$ cat src/rtl/and_not_pkg.sv
// Shared types and constants for the and-not gate self-test sweep.
// Holds the FSM state encoding, the fixed vector order and the golden gate function.
package and_not_pkg;

  typedef enum logic [2:0] {
    IDLE,
    DRIVE,
    SETTLE,
    SAMPLE,
    DONE
  } state_e;

  localparam int NUM_VEC = 4;

  // Sweep order of {a,b}; golden outputs are 0, 1, 0, 0.
  localparam logic [1:0] VEC [0:NUM_VEC-1] = '{2'b00, 2'b10, 2'b11, 2'b01};

  function automatic logic golden(input logic a, input logic b);
    return a & ~b;
  endfunction

endpackage

$ cat src/rtl/and_not_sweep_ctrl.sv
// Clocked self-test sweep for one and-not gate: drive each vector, wait,
// sample z_i, compare with golden, and keep pass/fail counts plus first failure.
module and_not_sweep_ctrl
  import and_not_pkg::*;
#(
  parameter int SETTLE_CYCLES = 2,
  parameter int CNT_W         = 3
) (
  input  logic             clk,
  input  logic             rst,
  input  logic             start,
  input  logic             z_i,
  output logic             a_o,
  output logic             b_o,
  output logic             busy,
  output logic             done,
  output logic [CNT_W-1:0] pass_cnt,
  output logic [CNT_W-1:0] fail_cnt,
  output logic             fail_seen,
  output logic [1:0]       first_fail_vec
);

  localparam int               SC_W        = (SETTLE_CYCLES > 1) ? $clog2(SETTLE_CYCLES + 1) : 1;
  localparam logic [SC_W-1:0]  SETTLE_LOAD = SC_W'(SETTLE_CYCLES);
  localparam logic [1:0]       LAST_IDX    = 2'(NUM_VEC - 1);
  localparam logic [CNT_W-1:0] CNT_ONE     = CNT_W'(1);

  state_e           r_state;
  state_e           w_next;
  logic [1:0]       r_idx;
  logic [SC_W-1:0]  r_settle_cnt;
  logic             r_a;
  logic             r_b;
  logic [CNT_W-1:0] r_pass;
  logic [CNT_W-1:0] r_fail;
  logic             r_fail_seen;
  logic [1:0]       r_first_fail;
  logic             w_match;

  assign w_match = (z_i == golden(r_a, r_b));

  // NOTE: sequential state uses non-blocking assignments so every register
  // samples pre-edge values, independent of statement order.
  always_ff @(posedge clk) begin
    if (rst) r_state <= IDLE;
    else     r_state <= w_next;
  end

  // NOTE: w_next gets its default before the case, so no path leaves it
  // unassigned and no latch is inferred.
  always_comb begin
    w_next = r_state;
    case (r_state)
      IDLE:    if (start) w_next = DRIVE;
      DRIVE:   w_next = (SETTLE_CYCLES == 0) ? SAMPLE : SETTLE;
      SETTLE:  if (r_settle_cnt == SC_W'(1)) w_next = SAMPLE;
      SAMPLE:  w_next = (r_idx == LAST_IDX) ? DONE : DRIVE;
      DONE:    w_next = IDLE;
      default: w_next = IDLE;
    endcase
  end

  always_ff @(posedge clk) begin
    if (rst) begin
      r_idx        <= '0;
      r_settle_cnt <= '0;
      r_a          <= 1'b0;
      r_b          <= 1'b0;
      r_pass       <= '0;
      r_fail       <= '0;
      r_fail_seen  <= 1'b0;
      r_first_fail <= 2'b00;
    end else begin
      case (r_state)
        IDLE: begin
          if (start) begin
            r_idx        <= '0;
            {r_a, r_b}   <= VEC[0];
            r_pass       <= '0;
            r_fail       <= '0;
            r_fail_seen  <= 1'b0;
            r_first_fail <= 2'b00;
          end
        end
        DRIVE:  r_settle_cnt <= SETTLE_LOAD;
        SETTLE: r_settle_cnt <= r_settle_cnt - SC_W'(1);
        SAMPLE: begin
          if (w_match) begin
            r_pass <= r_pass + CNT_ONE;
          end else begin
            r_fail <= r_fail + CNT_ONE;
            if (!r_fail_seen) begin
              r_fail_seen  <= 1'b1;
              r_first_fail <= {r_a, r_b};
            end
          end
          // The last vector stays on the gate inputs after the sweep.
          if (r_idx != LAST_IDX) begin
            r_idx      <= r_idx + 2'd1;
            {r_a, r_b} <= VEC[r_idx + 2'd1];
          end
        end
        default: ;
      endcase
    end
  end

  assign a_o            = r_a;
  assign b_o            = r_b;
  assign busy           = (r_state == DRIVE) || (r_state == SETTLE) || (r_state == SAMPLE);
  assign done           = (r_state == DONE);
  assign pass_cnt       = r_pass;
  assign fail_cnt       = r_fail;
  assign fail_seen      = r_fail_seen;
  assign first_fail_vec = r_first_fail;

endmodule

$ cat config.mk
export PLATFORM = sky130hd
export DESIGN_NAME = and_not_sweep_ctrl
export DESIGN_NICKNAME = d
export VERILOG_FILES = /design/src/rtl/and_not_pkg.sv /design/src/rtl/and_not_sweep_ctrl.sv
export SDC_FILE = /design/constraint.sdc
export NUM_CORES = 1
export LEC_CHECK = 0
export CORE_MARGIN = 1.5
export CORE_UTILIZATION = 40
export CTS_CLUSTER_SIZE = 30
export DETAILED_ROUTE_END_ITERATION = 10
export SLEW_MARGIN = 20
export SYNTH_ARGS = -nofsm -noshare
export SYNTH_HDL_FRONTEND = slang
export SYNTH_SLANG_ARGS = --single-unit
$ cat constraint.sdc
create_clock -name clk -period 4 [get_ports clk]
set_clock_uncertainty 0.15 [all_clocks]
set_input_delay 1 -clock clk [delete_from_list [all_inputs] [get_ports clk]]
set_output_delay 1 -clock clk [all_outputs]
set_load 0.05 [all_outputs]
After elaboration in Yosys (flattened, before gate mapping)
Cells that the tools add are included.

Add/sub/neg operators: 4. $lt $le $gt $ge: 1. Equality and inequality tests: 14. Multiplexer cells: 26. Bitwise logic cells: 3. Reductions and logical operators: 10.

Operator list (number): 3-bit two-way mux (6); 2-bit != test (second input constant) (7); 2-bit two-way mux (6); 2-bit one-hot mux with 2 select lines (3); 3-bit one-hot mux with 2 select lines (2); 3-bit one-hot mux with 4 select lines (1); 3-bit AND reduction (3); 3-bit by 1-bit adder with 3-bit output (second input constant) (2); 3-bit by 2-bit == test with 1-bit output (second input constant) (2); 1-bit one-hot mux with 2 select lines (3); 2-bit binary-select mux with 2-bit select (1); 1-bit two-way mux (4); 4-bit AND reduction (1); 2-bit nonzero test (2); 3-bit by 1-bit == test with 1-bit output (second input constant) (1); 3-bit == test (second input constant) (1); 3-bit >= comparator (second input constant) (1); 3-bit logical NOT (1); 2-bit inverter with 3-bit output (1); 2-bit by 1-bit adder with 2-bit output (second input constant) (1); 2-bit by 1-bit == test with 1-bit output (second input constant) (1); 2-bit == test (second input constant) (1); 1-bit logical OR (2); 2-bit AND reduction (1); 4 further kinds (4).

Register bits: 18. Output and inout bits: 13. Logic and storage cells: 67.

Logic depth before layout (Yosys ltp)
Gate-level depths: netlist of the first run.

Depth in word-level cells: 7. Gate-level depth with buffers: 6.

Worst setup path after synthesis of the first run
Ideal clock, no wire load.

Path kind: register -> output. Start point: register r_state[2]. End point: output port done. Arrival time: 1.562 ns. Data required time: 2.850 ns. Path slack: 1.288 ns. Cell stages (with the launch flop): 4. Buffers on the path: 1. Path through: dfxtp_1 -> buf_4 -> inv_1 -> nor3_1.

Word-level cells in the longest chain between the ends: 1.

Ends and longest elaborated chain: start, declared (line and_not_sweep_ctrl.sv:28) `state_e r_state;`; start signal, assigned (line and_not_sweep_ctrl.sv:46) `else r_state <= w_next;`; 3-bit == test (line and_not_sweep_ctrl.sv:111) `assign done = (r_state == DONE);`; end, declared (line and_not_sweep_ctrl.sv:16) `output logic done,`.

No other way between the ends.

Final worst setup path of the first run
Ends and elaborated chain as after synthesis.

==> impl_metrics.json, run 1 <==
{
  "period_minus_slack_ps": 3070,
  "finalSetupTns_ps": 0,
  "drv.max_cap_violation_count": 0,
  "drv_slew": 0,
  "worstSetupPathType": "reg -> out",
  "gp_congestion": 0.729,
  "grt_overflow": 0,
  "synth_compound_area_share_pct": 17.0,
  "antenna_found_initial": 0,
  "totalPowerFinal_uw": 435,
  "critPathArrivalTime_ps": 1920,
  "synth_top_family_by_area": "simple AND/OR/NAND/NOR gates",
  "die_h_um": 51.7,
  "port_buffers": 16,
  "grt_pass1_vias": 690,
  "vias_per_cell": 5.30,
  "clk_pin_slew_ps": 100,
  "max_freq_mhz": 326,
  "synthArstFlopShare_pct": 0,
  "startpoint_type": "flip-flop",
  "clock-sinks": 17,
  "cts_root_buffer": "clkbuf_4",
  "vias": 753,
  "final_common_cell": "dfxtp_1",
  "yosys_warnings": 0,
  "worst_pin_slew_ps": 606,
  "multi_input_comb_area_um2": 537,
  "end_kind": "output port",
  "cts_buffers": 3,
  "synthMuxAreaShare_pct": 4.48,
  "leakage_uw": 0.000399,
  "layout_common_cells": "dfxtp_1, clkdlybuf4s50_1, a21oi_1",
  "timing.critical_path.cells": "inv_1, nor3_1, clkdlybuf4s50_1",
  "synth_simple_gate_area_share_pct": 24.1,
  "clock_latency_ps": 300,
  "clockBufferDepth": 2,
  "synthXorXnorAreaFrac_pct": 5.67,
  "ys_ff_latch": 17,
  "postSynthCellCount": 101,
  "crit_family": "buffers and inverters",
  "area_growth_pct": 17.7,
  "finalHoldViolations": 0,
  "synth_edf_count": 0,
  "required_ps": 2850,
  "std_cell_rows": 17,
  "ir_drop_mv": 0.209,
  "cp_slowest_cell": "clkdlybuf4s50_1",
  "wl_per_cell_um": 12.3,
  "syn_area_per_cell_um2": 9.40,
  "antennaDiodeCount": 0,
  "nNetsFinal": 123,
  "synthAdderAreaFrac_pct": 5.27,
  "ioPinCount": 17,
  "die_x_um": 51.7,
  "postPlaceCellArea_um2": 1090,
  "status": "completed",
  "seqCellArea_um2": 340,
  "max-slew-margin-rel_pct": 59.5,
  "synth_cell_types": 37,
  "die_area_um2": 2680,
  "core_um2": 2230,
  "fill_cells": 228,
  "grt_use_total_pct": 15.4,
  "synth_flop_cell": "dfxtp_1",
  "drc": 0,
  "ant_nets": 0,
  "grt_max_degree": 13,
  "grt_first_pass_wirelength_um": 3020,
  "path_max_fanout": 9,
  "hp-class": "reg -> reg",
  "stdcell_area_um2": 1120,
  "drtIter0Drc": 6,
  "slowest_delay_ps": 830,
  "postCtsSetupBuffers": 0,
  "routed_wl_um": 1750,
  "yosysSeqAreaShare_pct": 35.8,
  "power_density_nw_per_um2": 389,
  "fin_crit_sh_pct": 76.6,
  "start_util_pct": 42.5,
  "path_buf_inv": 2,
  "syn_nets": 109,
  "dp_hpwl_um": 1260,
  "htreeDepth": 1,
  "netlist_area_um2": 950,
  "cts.repair.resized": 0,
  "cts_tree": "yes",
  "firstDrtPassIters": 4,
  "drive_gt1_share_pct": 10.5,
  "rsz0062_at_grt": "no",
  "postCtsHoldBufs": 0,
  "setup_violations": 0
}
[power by group]
part,internal [uW],switching (uW),total (uW)
Sequential,186,20.6,206
Clock,38.9,56.2,95.1
Combinational,52.7,80.7,133
Total,277,158,435
[flip-flops by register name, summed over array words and instances, names as in the netlist]
register        flops
r_settle_cnt        2
first_fail_vec      2
a_o                 1
fail_seen           1
fail_cnt            3
r_idx               2
pass_cnt            3
r_state             3
[metal layers]
metal / part of all wire [%] / track usage (%) / wire length (um)
met1: 52 / 20.4 / 914
met2: 41 / 22.9 / 722
met3: 5.1 / 6.03 / 90
met5: 0 / 0 / 0
met4: 1.4 / 5.26 / 25
[cell families (layout without fill, tap and decap cells)]
| family | after synthesis | in the layout |
|---|---|---|
| XOR/XNOR | 4 | 4 |
| adder cells (fa/ha/maj) | 4 | 4 |
| AND/OR/NAND/NOR | 37 | 37 |
| AO/OA/AOI/OAI | 23 | 23 |
| multiplexers | 4 | 4 |
| buffers and inverters | 12 | 25 |
| flip-flops | 17 | 17 |
[layout make-up]
class	count	share of cell area, %
Timing Repair Buffer	16	14.3
Sequential cell	17	30.5
Clock buffer	4	2.35
Multi-Input combinational cell	72	48.0
Inverter	5	1.68
Tap cell	28	3.14
[Yosys cell counts (2+ instances only)]
| library cell | instances | area [um^2] |
|---|---|---|
| ha_1 | 4 | 50.1 |
| nand3_1 | 6 | 30.0 |
| buf_4 | 3 | 22.5 |
| nor3_1 | 4 | 20.0 |
| a22o_1 | 2 | 17.5 |
| inv_1 | 5 | 18.8 |
| nor2b_1 | 2 | 12.5 |
| a31oi_1 | 3 | 18.8 |
| dfxtp_1 | 17 | 340 |
| nor2_1 | 6 | 22.5 |
| or3b_1 | 2 | 17.5 |
| a21oi_1 | 8 | 40.0 |
| mux2_2 | 2 | 22.5 |
| mux2i_1 | 2 | 20.0 |
| o32ai_1 | 2 | 17.5 |
| xnor2_1 | 3 | 26.3 |
| nand2_1 | 5 | 18.8 |
| o22a_1 | 2 | 17.5 |
| buf_6 | 2 | 22.5 |
| nand2b_1 | 4 | 25.0 |
[worst paths after layout]
| check | from | endpoint | slack [ps] | cells after the start |
|---|---|---|---|---|
| setup / recovery | r_state[2]$_SDFFE_PP0P_ | done | 930 | 3 |
| hold / removal | pass_cnt[2]$_SDFFE_PP0P_ | pass_cnt[2]$_SDFFE_PP0P_ | 310 | 1 |
| setup reg to reg | a_o$_SDFFE_PP0P_ | fail_cnt[2]$_SDFFE_PP0P_ | 2170 | 4 |
| hold reg to reg | pass_cnt[2]$_SDFFE_PP0P_ | pass_cnt[2]$_SDFFE_PP0P_ | 310 | 1 |
[per-stage QoR]
| step | hold slack [ps] | worst slack [ps] | util [%] | std cells |
|---|---|---|---|---|
| after floorplan | 331 | 1290 | - | 101 |
| after global placement | 296 | 1140 | 48.9 | 138 |
| after detailed placement | 305 | 1130 | 48.9 | 138 |
| after CTS | 320 | 914 | 50.0 | 142 |
| after global routing | 330 | 803 | 50.0 | 142 |
| final | 315 | 935 | 50.0 | 142 |
Note: power is estimated with default switching activity, not from simulation.
==> run 2, diff against run 1 <==
--- a/config.mk
+++ b/config.mk
@@ -9,6 +9,7 @@
 export CORE_UTILIZATION = 40
 export CTS_CLUSTER_SIZE = 30
 export DETAILED_ROUTE_END_ITERATION = 10
+export PLACE_DENSITY = 0.66
 export SLEW_MARGIN = 20
 export SYNTH_ARGS = -nofsm -noshare
 export SYNTH_HDL_FRONTEND = slang
==> constraint.sdc (replaced) <==
create_clock -name clk -period 2.6 [get_ports clk]
set_clock_uncertainty 0.15 [all_clocks]
set_input_delay 0.65 -clock clk [delete_from_list [all_inputs] [get_ports clk]]
set_output_delay 0.65 -clock clk [all_outputs]
set_load 0.05 [all_outputs]
==> run 2 against run 1 <==
- wire length increased by 6.6%
- sequential share of layout area shrank 0.068 points
- clock power grew 45%
- combinational power increased by 56%
- total power is 53% higher
- sequential cell count is the same
- design area rose by 0.22%
- die area unchanged
- global-route usage rose by 0.56 points
- largest power group unchanged
==> impl_metrics.json, run 2 (synthesis gave the netlist of run 1 again) <==
{
  "status": "completed",
  "clk_pin_slew_ps": 90,
  "worst_pin_slew_ps": 627,
  "grt_max_degree": 13,
  "drv_slew": 0,
  "std_cell_rows": 17,
  "crit_family": "buffers and inverters",
  "final_common_cell": "dfxtp_1",
  "clock-sinks": 17,
  "finalSetupTns_ps": 0,
  "drc": 0,
  "htreeDepth": 1,
  "grt_pass1_vias": 738,
  "reg2reg_from": "a_o$_SDFFE_PP0P_",
  "rrSetupSlack_ps": 750,
  "ir_drop_mv": 0.369,
  "drtIter0Drc": 21,
  "antenna_found_initial": 0,
  "die_area_um2": 2680,
  "period_minus_slack_ps": 2350,
  "layout_common_cells": "dfxtp_1, clkdlybuf4s50_1, a21oi_1",
  "ioPinCount": 17,
  "r2r-end": "fail_cnt[2]$_SDFFE_PP0P_",
  "grt_first_pass_wirelength_um": 3190,
  "port_buffers": 16,
  "required_ps": 1800,
  "start_util_pct": 42.5,
  "die_h_um": 51.7,
  "clockBufferDepth": 2,
  "gp_congestion": 0.715,
  "min_path_cells": 1,
  "cts_tree": "yes",
  "antennaDiodeCount": 0,
  "firstDrtPassIters": 4,
  "clock_latency_ps": 280,
  "path_max_fanout": 6,
  "cts_root_buffer": "clkbuf_4",
  "nNetsFinal": 124,
  "hp-class": "reg -> reg",
  "fin_crit_sh_pct": 90.5,
  "slowest_delay_ps": 840,
  "hp-start": "pass_cnt[2]$_SDFFE_PP0P_",
  "end_kind": "output port",
  "startpoint": "fail_seen$_SDFFE_PP0P_",
  "dp_slack_ps": 244,
  "area_growth_pct": 17.9,
  "cp_slowest_cell": "clkdlybuf4s50_1",
  "drv.max_cap_violation_count": 0,
  "finalHoldViolations": 0,
  "cts.repair.resized": 0,
  "seqCellArea_um2": 340,
  "wl_per_cell_um": 13.1,
  "drive_gt1_share_pct": 13.0,
  "multi_input_comb_area_um2": 537,
  "grt_use_total_pct": 16.0,
  "core_um2": 2230,
  "worstSetupPathType": "reg -> out",
  "setup_violations": 0,
  "rsz0062_at_grt": "no",
  "dp_hpwl_um": 1350,
  "startpoint_type": "flip-flop",
  "critPathArrivalTime_ps": 1550,
  "timing.critical_path.cells": "clkdlybuf4s50_1",
  "vias_per_cell": 5.26,
  "dp.cells": 139,
  "power_density_nw_per_um2": 593,
  "fill_cells": 216,
  "leakage_uw": 0.000408,
  "grt_overflow": 0,
  "ant_nets": 0,
  "min_to": "pass_cnt[2]$_SDFFE_PP0P_",
  "rr_worst_depth": 4,
  "postCtsHoldBufs": 0,
  "max-slew-margin-rel_pct": 58.1,
  "cts_buffers": 3,
  "postCtsSetupBuffers": 0,
  "die_x_um": 51.7,
  "layout.cells.non_filler": 143,
  "hold_ws_ps": 325,
  "vias": 752,
  "routed_wl_um": 1870,
  "path_buf_inv": 1,
  "setup_ws_ps": 246,
  "max_freq_mhz": 425
}
==> run 2: stage by stage <==
stage / total power [uW] / utilization [%] / cell area [um^2]
floorplan: 473 / - / 950
global placement: 526 / 49.0 / 1090
detailed placement: 532 / 49.0 / 1090
CTS: 673 / 50.1 / 1120
global route: 702 / 50.1 / 1120
finish: 664 / 50.1 / 1120
==> run 2: per-layer routing <==
metal | GRT usage (%) | vias to the layer above | share of wire (%)
met3 | 6.32 | 2 | 3.6
met5 | 0 | - | 0
met4 | 3.95 | 0 | 0.75
li1 | - | 390 | -
met2 | 26.7 | 13 | 47
met1 | 19.1 | 347 | 49
==> run 2: worst reg2reg max path, stage by stage, from the launching register on <==
cell     delay [ps]
dfxtp_1         380
nor2b_1         540
xor2_4          220
and4b_1         250
a211o_1         210
==> run 2: worst max path at each step <==
stage / endpoint / slack (ps) / depth (start not counted)
6_report: fail_seen / 250 / 1
5_1_grt: fail_seen / 180 / 1
4_1_cts: fail_seen / 220 / 1
3_5_place_dp: first_fail_vec[0]$_SDFFE_PP0P_ / 240 / 4
3_3_place_gp: first_fail_vec[0]$_SDFFE_PP0P_ / 310 / 4
2_1_floorplan: done / 240 / 3
==> run 2: cell type report <==
type                       instances  share of cell area (%)
clock buffer                       4                    2.35
multi-input combinational         72                    47.9
sequential                        17                    30.4
inverter                           5                    1.68
tap                               28                    3.13
timing repair buffer              17                    14.5
==> run 2: where the power goes <==
part           switching (uW)  internal (uW)  total, uW
clock network            78.9           59.6        138
logic                     125           81.8        207
registers                32.5            285        318
total                     237            427        664
